<file path="src/rtl/mips_dbg_loader_pkg.sv">
// Shared definitions for the MIPS debug loader.
//   - command opcodes carried on cmd_op
//   - loader FSM state encoding
//   - HLT opcode of the target processor (top 6 bits of the halt instruction)
//   - length decode helpers: a zero length field means "full block"
package mips_dbg_loader_pkg;

  typedef enum logic [1:0] {
    OP_NOP  = 2'd0,
    OP_LOAD = 2'd1,
    OP_RUN  = 2'd2,
    OP_DUMP = 2'd3
  } cmd_op_e;

  typedef enum logic [2:0] {
    ST_IDLE,
    ST_LOAD,
    ST_START,
    ST_RUN,
    ST_DUMP_ADDR,
    ST_DUMP_OUT
  } state_e;

  localparam logic [5:0] HLT_OPCODE = 6'h3f;

  // Remaining-count width: must hold 64 (LOAD with len field 0).
  localparam int REM_W = 7;

  function automatic logic [REM_W-1:0] load_len(input logic [5:0] len);
    return (len == 6'd0) ? 7'd64 : {1'b0, len};
  endfunction

  function automatic logic [REM_W-1:0] dump_len(input logic [5:0] len);
    return (len == 6'd0) ? 7'd32 : {1'b0, len};
  endfunction

endpackage

</file>
<file path="src/rtl/mips_dbg_loader_timeout_ctr.sv">
// Run-timeout counter for the debug loader.
//   clk_i  : clock
//   rst_i  : synchronous active-high reset (counter to 0)
//   load_i : restart count at 0 (takes priority over en_i)
//   en_i   : advance count by one
//   tc_o   : terminal count, high while the count is all-ones
module dbg_timeout_ctr #(
  parameter int W = 16
) (
  input  logic clk_i,
  input  logic rst_i,
  input  logic load_i,
  input  logic en_i,
  output logic tc_o
);

  logic [W-1:0] cnt_q;

  always_ff @(posedge clk_i) begin
    if (rst_i)       cnt_q <= '0;
    else if (load_i) cnt_q <= '0;
    else if (en_i)   cnt_q <= cnt_q + 1'b1;
  end

  assign tc_o = &cnt_q;

endmodule

</file>
<file path="src/rtl/mips_dbg_loader.sv">
// Debug loader for a small MIPS core: loads program words into instruction
// memory, starts the core and waits for HLT (with timeout), and dumps a range
// of the register file over a ready/valid stream.
//
// Ports
//   clk1, rst                 : clock, synchronous active-high reset
//   cmd_valid/ready/op/addr/len : command channel (NOP/LOAD/RUN/DUMP)
//   wr_valid/ready/data       : program-word stream consumed during LOAD
//   mem_we/addr/wdata         : processor memory write port
//   cpu_hold, cpu_start       : processor halt request, one-cycle start pulse
//   cpu_halted                : processor retired HLT
//   reg_raddr/reg_rdata       : register-file read port
//   rd_valid/ready/data       : register-dump stream
//   busy, done, timeout       : status (done/timeout are one-cycle pulses)
module mips_dbg_loader
  import mips_dbg_loader_pkg::*;
#(
  parameter int ADDR_W = 10,
  parameter int TMO_W  = 16
) (
  input  logic              clk1,
  input  logic              rst,
  input  logic              cmd_valid,
  output logic              cmd_ready,
  input  logic [1:0]        cmd_op,
  input  logic [ADDR_W-1:0] cmd_addr,
  input  logic [5:0]        cmd_len,
  input  logic              wr_valid,
  output logic              wr_ready,
  input  logic [31:0]       wr_data,
  output logic              mem_we,
  output logic [ADDR_W-1:0] mem_addr,
  output logic [31:0]       mem_wdata,
  output logic              cpu_hold,
  output logic              cpu_start,
  input  logic              cpu_halted,
  output logic [4:0]        reg_raddr,
  input  logic [31:0]       reg_rdata,
  output logic              rd_valid,
  input  logic              rd_ready,
  output logic [31:0]       rd_data,
  output logic              busy,
  output logic              done,
  output logic              timeout
);

  state_e            state_q;
  logic [ADDR_W-1:0] addr_q;
  logic [4:0]        raddr_q;
  logic [REM_W-1:0]  rem_q;
  logic [31:0]       rd_data_q;
  logic              done_q;
  logic              timeout_q;
  logic              tmo_tc;

  logic cmd_hs, wr_hs, rd_hs;

  // Handshake-ready outputs are masked by rst so nothing is accepted (and no
  // memory write issued) in a reset cycle, whatever state the FSM was in.
  assign cmd_ready = (state_q == ST_IDLE) && !rst;
  assign wr_ready  = (state_q == ST_LOAD) && !rst;
  assign rd_valid  = (state_q == ST_DUMP_OUT);
  assign cpu_start = (state_q == ST_START);
  assign cpu_hold  = !((state_q == ST_START) || (state_q == ST_RUN));
  assign busy      = (state_q != ST_IDLE);

  assign cmd_hs = cmd_valid && cmd_ready;
  assign wr_hs  = wr_valid && wr_ready;
  assign rd_hs  = rd_valid && rd_ready;

  // The write goes out in the handshake cycle itself; mem_addr points at the
  // slot the current word lands in.
  assign mem_we    = wr_hs;
  assign mem_addr  = addr_q;
  assign mem_wdata = wr_data;

  assign reg_raddr = raddr_q;
  assign rd_data   = rd_data_q;
  assign done      = done_q;
  assign timeout   = timeout_q;

  // Counter restarts while in START so the first RUN cycle sees a count of 0.
  dbg_timeout_ctr #(.W(TMO_W)) u_tmo (
    .clk_i  (clk1),
    .rst_i  (rst),
    .load_i (state_q == ST_START),
    .en_i   (state_q == ST_RUN),
    .tc_o   (tmo_tc)
  );

  always_ff @(posedge clk1) begin
    if (rst) begin
      state_q   <= ST_IDLE;
      addr_q    <= '0;
      raddr_q   <= '0;
      rem_q     <= '0;
      rd_data_q <= '0;
      done_q    <= 1'b0;
      timeout_q <= 1'b0;
    end else begin
      done_q    <= 1'b0;
      timeout_q <= 1'b0;
      unique case (state_q)
        ST_IDLE: begin
          if (cmd_hs) begin
            unique case (cmd_op_e'(cmd_op))
              OP_LOAD: begin
                addr_q  <= cmd_addr;
                rem_q   <= load_len(cmd_len);
                state_q <= ST_LOAD;
              end
              OP_RUN:  state_q <= ST_START;
              OP_DUMP: begin
                raddr_q <= cmd_addr[4:0];
                rem_q   <= dump_len(cmd_len);
                state_q <= ST_DUMP_ADDR;
              end
              OP_NOP:  ;
            endcase
          end
        end

        ST_LOAD: begin
          if (wr_hs) begin
            addr_q <= addr_q + 1'b1;   // wraps modulo 2^ADDR_W
            rem_q  <= rem_q - 1'b1;
            if (rem_q == 7'd1) begin
              done_q  <= 1'b1;
              state_q <= ST_IDLE;
            end
          end
        end

        ST_START: state_q <= ST_RUN;

        ST_RUN: begin
          // Halt is checked first so it wins over a simultaneous timeout.
          if (cpu_halted) begin
            done_q  <= 1'b1;
            state_q <= ST_IDLE;
          end else if (tmo_tc) begin
            timeout_q <= 1'b1;
            state_q   <= ST_IDLE;
          end
        end

        // reg_raddr has been stable since the edge entering this state, so the
        // read data is valid by the edge leaving it.
        ST_DUMP_ADDR: begin
          rd_data_q <= reg_rdata;
          state_q   <= ST_DUMP_OUT;
        end

        ST_DUMP_OUT: begin
          if (rd_hs) begin
            if (rem_q == 7'd1) begin
              done_q  <= 1'b1;
              state_q <= ST_IDLE;
            end else begin
              raddr_q <= raddr_q + 5'd1;   // wraps 31 -> 0
              rem_q   <= rem_q - 1'b1;
              state_q <= ST_DUMP_ADDR;
            end
          end
        end

        default: state_q <= ST_IDLE;
      endcase
    end
  end

endmodule

</file>
<file path="config.mk">
export PLATFORM = sky130hd
export DESIGN_NAME = mips_dbg_loader
export DESIGN_NICKNAME = d
export VERILOG_FILES = /design/src/rtl/mips_dbg_loader_pkg.sv /design/src/rtl/mips_dbg_loader_timeout_ctr.sv /design/src/rtl/mips_dbg_loader.sv
export SDC_FILE = /design/constraint.sdc
export NUM_CORES = 1
export LEC_CHECK = 0
export ABC_CLOCK_PERIOD_IN_PS = 5300
export CAP_MARGIN = 10
export CORE_UTILIZATION = 46
export DETAILED_ROUTE_END_ITERATION = 10
export PLACE_DENSITY = 0.87
export SKIP_LAST_GASP = 1
export SYNTH_ARGS = -nofsm -noshare
export SYNTH_HDL_FRONTEND = slang
export SYNTH_HIERARCHICAL = 1
export SYNTH_SLANG_ARGS = --single-unit
</file>
<file path="constraint.sdc">
create_clock -name clk1 -period 5.3 [get_ports clk1]
set_input_delay 1.325 -clock clk1 [delete_from_list [all_inputs] [get_ports clk1]]
set_output_delay 1.325 -clock clk1 [all_outputs]
set_load 0.01 [all_outputs]
</file>
### Yosys cells after proc, flatten, opt, wreduce, memory -nomap -nowiden

Index checks and enable logic that the tools add are counted.

| storage, ports and cells | value |
|---|---|
| memory bits (writable) | 0 |
| register bits | 75 |
| input port bits | 88 |
| bits in latches | 0 |
| memory bits (read-only) | 0 |
| word-level logic and storage cells | 85 |
| memories kept | 0 |

| cells by class | value |
|---|---|
| $mul | 0 |
| reductions and logical operators | 21 |
| shift-type cells | 0 |
| add/sub/neg operators | 4 |
| bitwise operators | 1 |
| equality and inequality tests | 19 |
| order comparisons | 0 |
| divide/modulo/power cells | 0 |
| muxes and demuxes | 32 |

Operators by type and width:

| cell | count |
|---|---|
| $mux 7 | 5 |
| $mux 10 | 3 |
| $mux 3 | 7 |
| $pmux 7 s3 | 1 |
| $mux 5 | 4 |
| $pmux 10 s2 | 1 |
| $pmux 3 s6 | 1 |
| $add 16x1->16 const B | 1 |
| $reduce_and 16->1 | 1 |
| $pmux 7 s2 | 1 |
| $reduce_and 6->1 | 2 |
| $add 10x1->10 const B | 1 |
| $pmux 5 s2 | 1 |
| $pmux 3 s3 | 1 |
| $ne 2x1->1 const B | 4 |
| $eq 7x1->1 const B | 1 |
| $sub 7x1->7 const B | 1 |
| $eq 3x2->1 const B | 2 |
| $eq 3x3->1 const B | 2 |
| $logic_not 6->1 | 1 |
| $mux 6 | 1 |
| $ne 2x2->1 const B | 3 |
| $reduce_bool 3->1 | 2 |
| $add 5x1->5 const B | 1 |
| 18 further kinds | 29 |

### Longest topological paths before layout

| logic depth | value |
|---|---|
| depth in word-level cells | 5 |
| gate-level depth with buffers | 8 |
| mapped depth without buffers | 7 |

### Modules after synthesis

Netlist, hierarchy kept.

By module, submodules not included:

| module | sequential area each (um2) | cells an instance | instances | area an instance (um2) |
|---|---|---|---|---|
| mips_dbg_loader | 1,181.1 | 416 | 1 | 3,258.1 |
| dbg_timeout_ctr | 320.3 | 85 | 1 | 737.0 |

### Worst setup path before layout

Ideal clock, no wire load.

| path | value |
|---|---|
| path type | in2out |
| from | input port rst |
| to | output port mem_we |
| cell stages on the path | 4 |
| path slack | 1,907 ps |
| arrival time | 2,068 ps |
| data required time | 3,975 ps |
| path buffers | 2 |
| cells stage by stage | buf_6 inv_1 clkbuf_1 and3_1 |

| on the way | value |
|---|---|
| word-level cells in the longest chain between the ends | 3 |

Ends and longest elaborated chain:

| what | RTL line | source |
|---|---|---|
| from (decl) | mips_dbg_loader.sv:22 | `input logic rst,` |
| $logic_not 1->1 | mips_dbg_loader.sv:61 | `assign wr_ready = (state_q == ST_LOAD) && !rst;` |
| $logic_and 1x1->1 | mips_dbg_loader.sv:61 |  |
| $logic_and 1x1->1 | mips_dbg_loader.sv:68 | `assign wr_hs = wr_valid && wr_ready;` |
| to (decl) | mips_dbg_loader.sv:31 | `output logic mem_we,` |

No other way between the ends.

### Final worst setup path

Ends and elaborated chain as after synthesis.

==> key figures <==
Clocking
  • Number of cells upsized or downsized after cts: 0
  • Clk buf depth: 2
  • Hold buffers post-CTS: 0
  • Post-CTS setup buffers: 0
  • Skew-Pair Late Insertion Delay: about 350 ps
  • CTS tree: yes
  • CTS sink cnt: 75
  • CTS H-tree lvls: 3
  • Clock-pin slew on the worst setup and hold paths: roughly 90 ps
  • Root Driver: clkbuf_8
  • CTS Buf Count: 9

Synth
  • Yosys reg bits: 75
  • Mapped cell area: 0.003995 mm²
  • Top-count cell post-synth: nand2_1
  • Simple-gate share of the synthesized area: 26.87%
  • Main combinational cell family by area after synthesis: simple AND/OR/NAND/NOR gates
  • Post-synthesis cell type count: 73
  • Syn. warnings: 6
  • Post-synth ARST share: 0%
  • Post-synth top flop: dfxtp_1
  • Multiplexer share of the synthesized area: 1.034%
  • Top cells by area, synth: dfxtp_1 (38%), nand2_1 (9.1%), a21oi_1 (7.1%)
  • Sequential share of the synthesized area: a little under two fifths
  • Yosys top cell area share: 37.58%
  • Syn avg cell area: 7.974 µm²
  • Mapped Cells: 501
  • Synth area leader: dfxtp_1
  • Syn_nets: 594
  • Synth Area in Adders: roughly 1.6%
  • Number of synthesized flops with an enable pin: 0
  • Xor/xnor cell area share of the yosys netlist: 2.192%
  • Compound-gate portion of the synthesized area: 20.08%
  • Top cells by count, synth: nand2_1 (97), dfxtp_1 (75), a21oi_1 (57)

Die
  • Initial Util: 48.14%
  • Io pins: 176
  • Die area: 0.009062 mm²
  • Rows: 33
  • Die H: roughly 95 µm
  • Core area: 0.008299 mm²
  • Die W: 95.20 µm

Worst setup path
  • Critical Path AT: 2860 ps
  • Worst-path fanout max: 24
  • Required time worst endpoint: 3970 ps
  • Crit path largest cell delay: 470 ps
  • CP cell instances: buf_2, inv_1, and3_1, clkdlybuf4s50_1
  • R2r setup slk: 2660 ps
  • Crit start category: input port
  • Crit path capture type: primary output
  • R2r endpoint: u_tmo/cnt_q[15]
  • R2r startpoint: state_q[1]
  • Critical path class: in2out
  • Slowest-stage cell, CP: clkdlybuf4s50_1
  • CP Launch Point: rst
  • Cells on worst reg2reg path: 6

Route
  • # DRC: 0
  • DRT antenna net count: 0
  • DR WL/cell: 15.31 µm
  • DRT Wirelength: 10320 µm
  • Vias: 3752
  • Drt pass-1 iters: 5
  • DR vias/cell: 5.567
  • Initial drt markers: 216

STA
  • Final Hold Vio Count: 0
  • Pins Over Slew Limit: 0
  • Slew HR: 25.80%
  • Hold slack final: 457.9 ps
  • Final min period: between 4000 and 5000 ps
  • Final TNS setup: 0 ps
  • Unrepaired setup endpoints after global routing: false
  • Measured slew at the worst slew-check pin: around 1100 ps
  • Setup-failing EPs final: 0
  • Fin Clk Skew: roughly 9.5 ps
  • Period utilisation layout: 78.94%
  • Fmax: between 200 and 250 MHz

Power and ir drop
  • VDD IR max: 0.0001478 V
  • Pwr dens: 304.0 mW/mm²
  • Leakage: between 0.0015 and 0.002 µW
  • Total power: 1545 µW

Place
  • DP HPWL: 7509 µm
  • Placed cells: about 660
  • Global placement routability congestion: 0.8428
  • Port buffer count: 111

Min path
  • Hold EP: rd_data[15]
  • Hold WC Path Type: reg2reg
  • Hold Crit Depth: 2
  • Hold_sp: rd_data[15]

Global route
  • Largest net degree at the start of global routing: 35
  • First-pass GRT wire length: 16350 µm
  • Initial antenna violation count: 0
  • Vias in the first global route: 3428
  • Met2 Track Usage GR: 38.15%
  • Met3 usage: 3.748%
  • Congestion Overflow GR: 0
  • Gr busiest metal: met2
  • Gr usage total: between 20% and 30%
  • Grt met1 use: 29.12%

Job
  • MaxCap Viol Count: 0

Finish
  • NumNets Final: 657
  • Ratio of cells with drive above 1 in the final layout: 7.381%
  • Area Overhead vs Synth: 27.22%
  • Non-filler cells, final: 674
  • Diode count: 0

Status
  • Outcome: complete, no violations
-- per-layer routing --
metal	part of all wire, %	wire length, µm
met1	43	4452
met2	48	4979
met3	5.9	611
met4	2.6	273
met5	0	0
-- registers in the layout, indices dropped and copies added, names as in the netlist --
register,cells
u_tmo/cnt_q,16
rd_data,32
timeout,1
rem_q,7
state_q,3
mem_addr,10
reg_raddr,5
done,1
-- report_power, final --
part / switching (µW) / total, µW / leakage [µW] / internal, µW
clock network: 223 / 458 / 0.0000995 / 234
registers: 48.7 / 653 / 0.000607 / 605
logic: 232 / 434 / 0.000990 / 202
total: 504 / 1550 / 0.00170 / 1040
-- per-stage QoR --
step                      utilization, %  setup WS (ps)  instance area (µm²)
after global routing               61.24           1024                 5082
after floorplan                        -           1907                 3995
after global placement             58.72           1217                 4873
after detailed placement           58.72           1133                 4873
final                              61.24           1116                 5082
after CTS                          61.24           1135                 5082
-- logic make-up after synthesis --
| kind of cell | count (synthesis) |
|---|---|
| simple gates | 215 |
| compound gates | 117 |
| buf+inv | 75 |
| flops | 75 |
| xor+xnor | 10 |
| fa+ha+maj | 5 |
| mux | 4 |
-- critical path: cells and delay by family --
kind	cells	cell delay (ps)
buf+inv	3	1280
simple gates	1	250
-- how the worst max path moves through the flow --
stage / slack [ps] / end
global placement: 1220 / mem_we
global route: 1020 / mem_we
floorplan: 1910 / mem_we
detailed placement: 1130 / mem_we
CTS: 1130 / mem_we
finish: 1120 / mem_we
-- layout by cell type (no fill, tap or decap), drive strengths merged, types with 6 or more instances in the layout --
cell and instances:
or3 10, nand4 6, clkbuf 10, clkdlybuf4s50 110, xnor2 7, nor2 35, dfxtp 75, nor3 18
nand3 13, o21ai 21, nand2 98, inv 16, a21oi 57, nor4 7
-- final cells by class --
type / count / area (µm²)
repair buffers: 113 / 1121
multi-input cells: 351 / 2067
fillers: 724 / 3217
clock buffers: 10 / 137.6
clock inverters: 6 / 71.32
well taps: 105 / 131.4
flip-flops and latches: 75 / 1501
inverters: 14 / 52.55
Note: power is estimated with default switching activity, not from simulation.
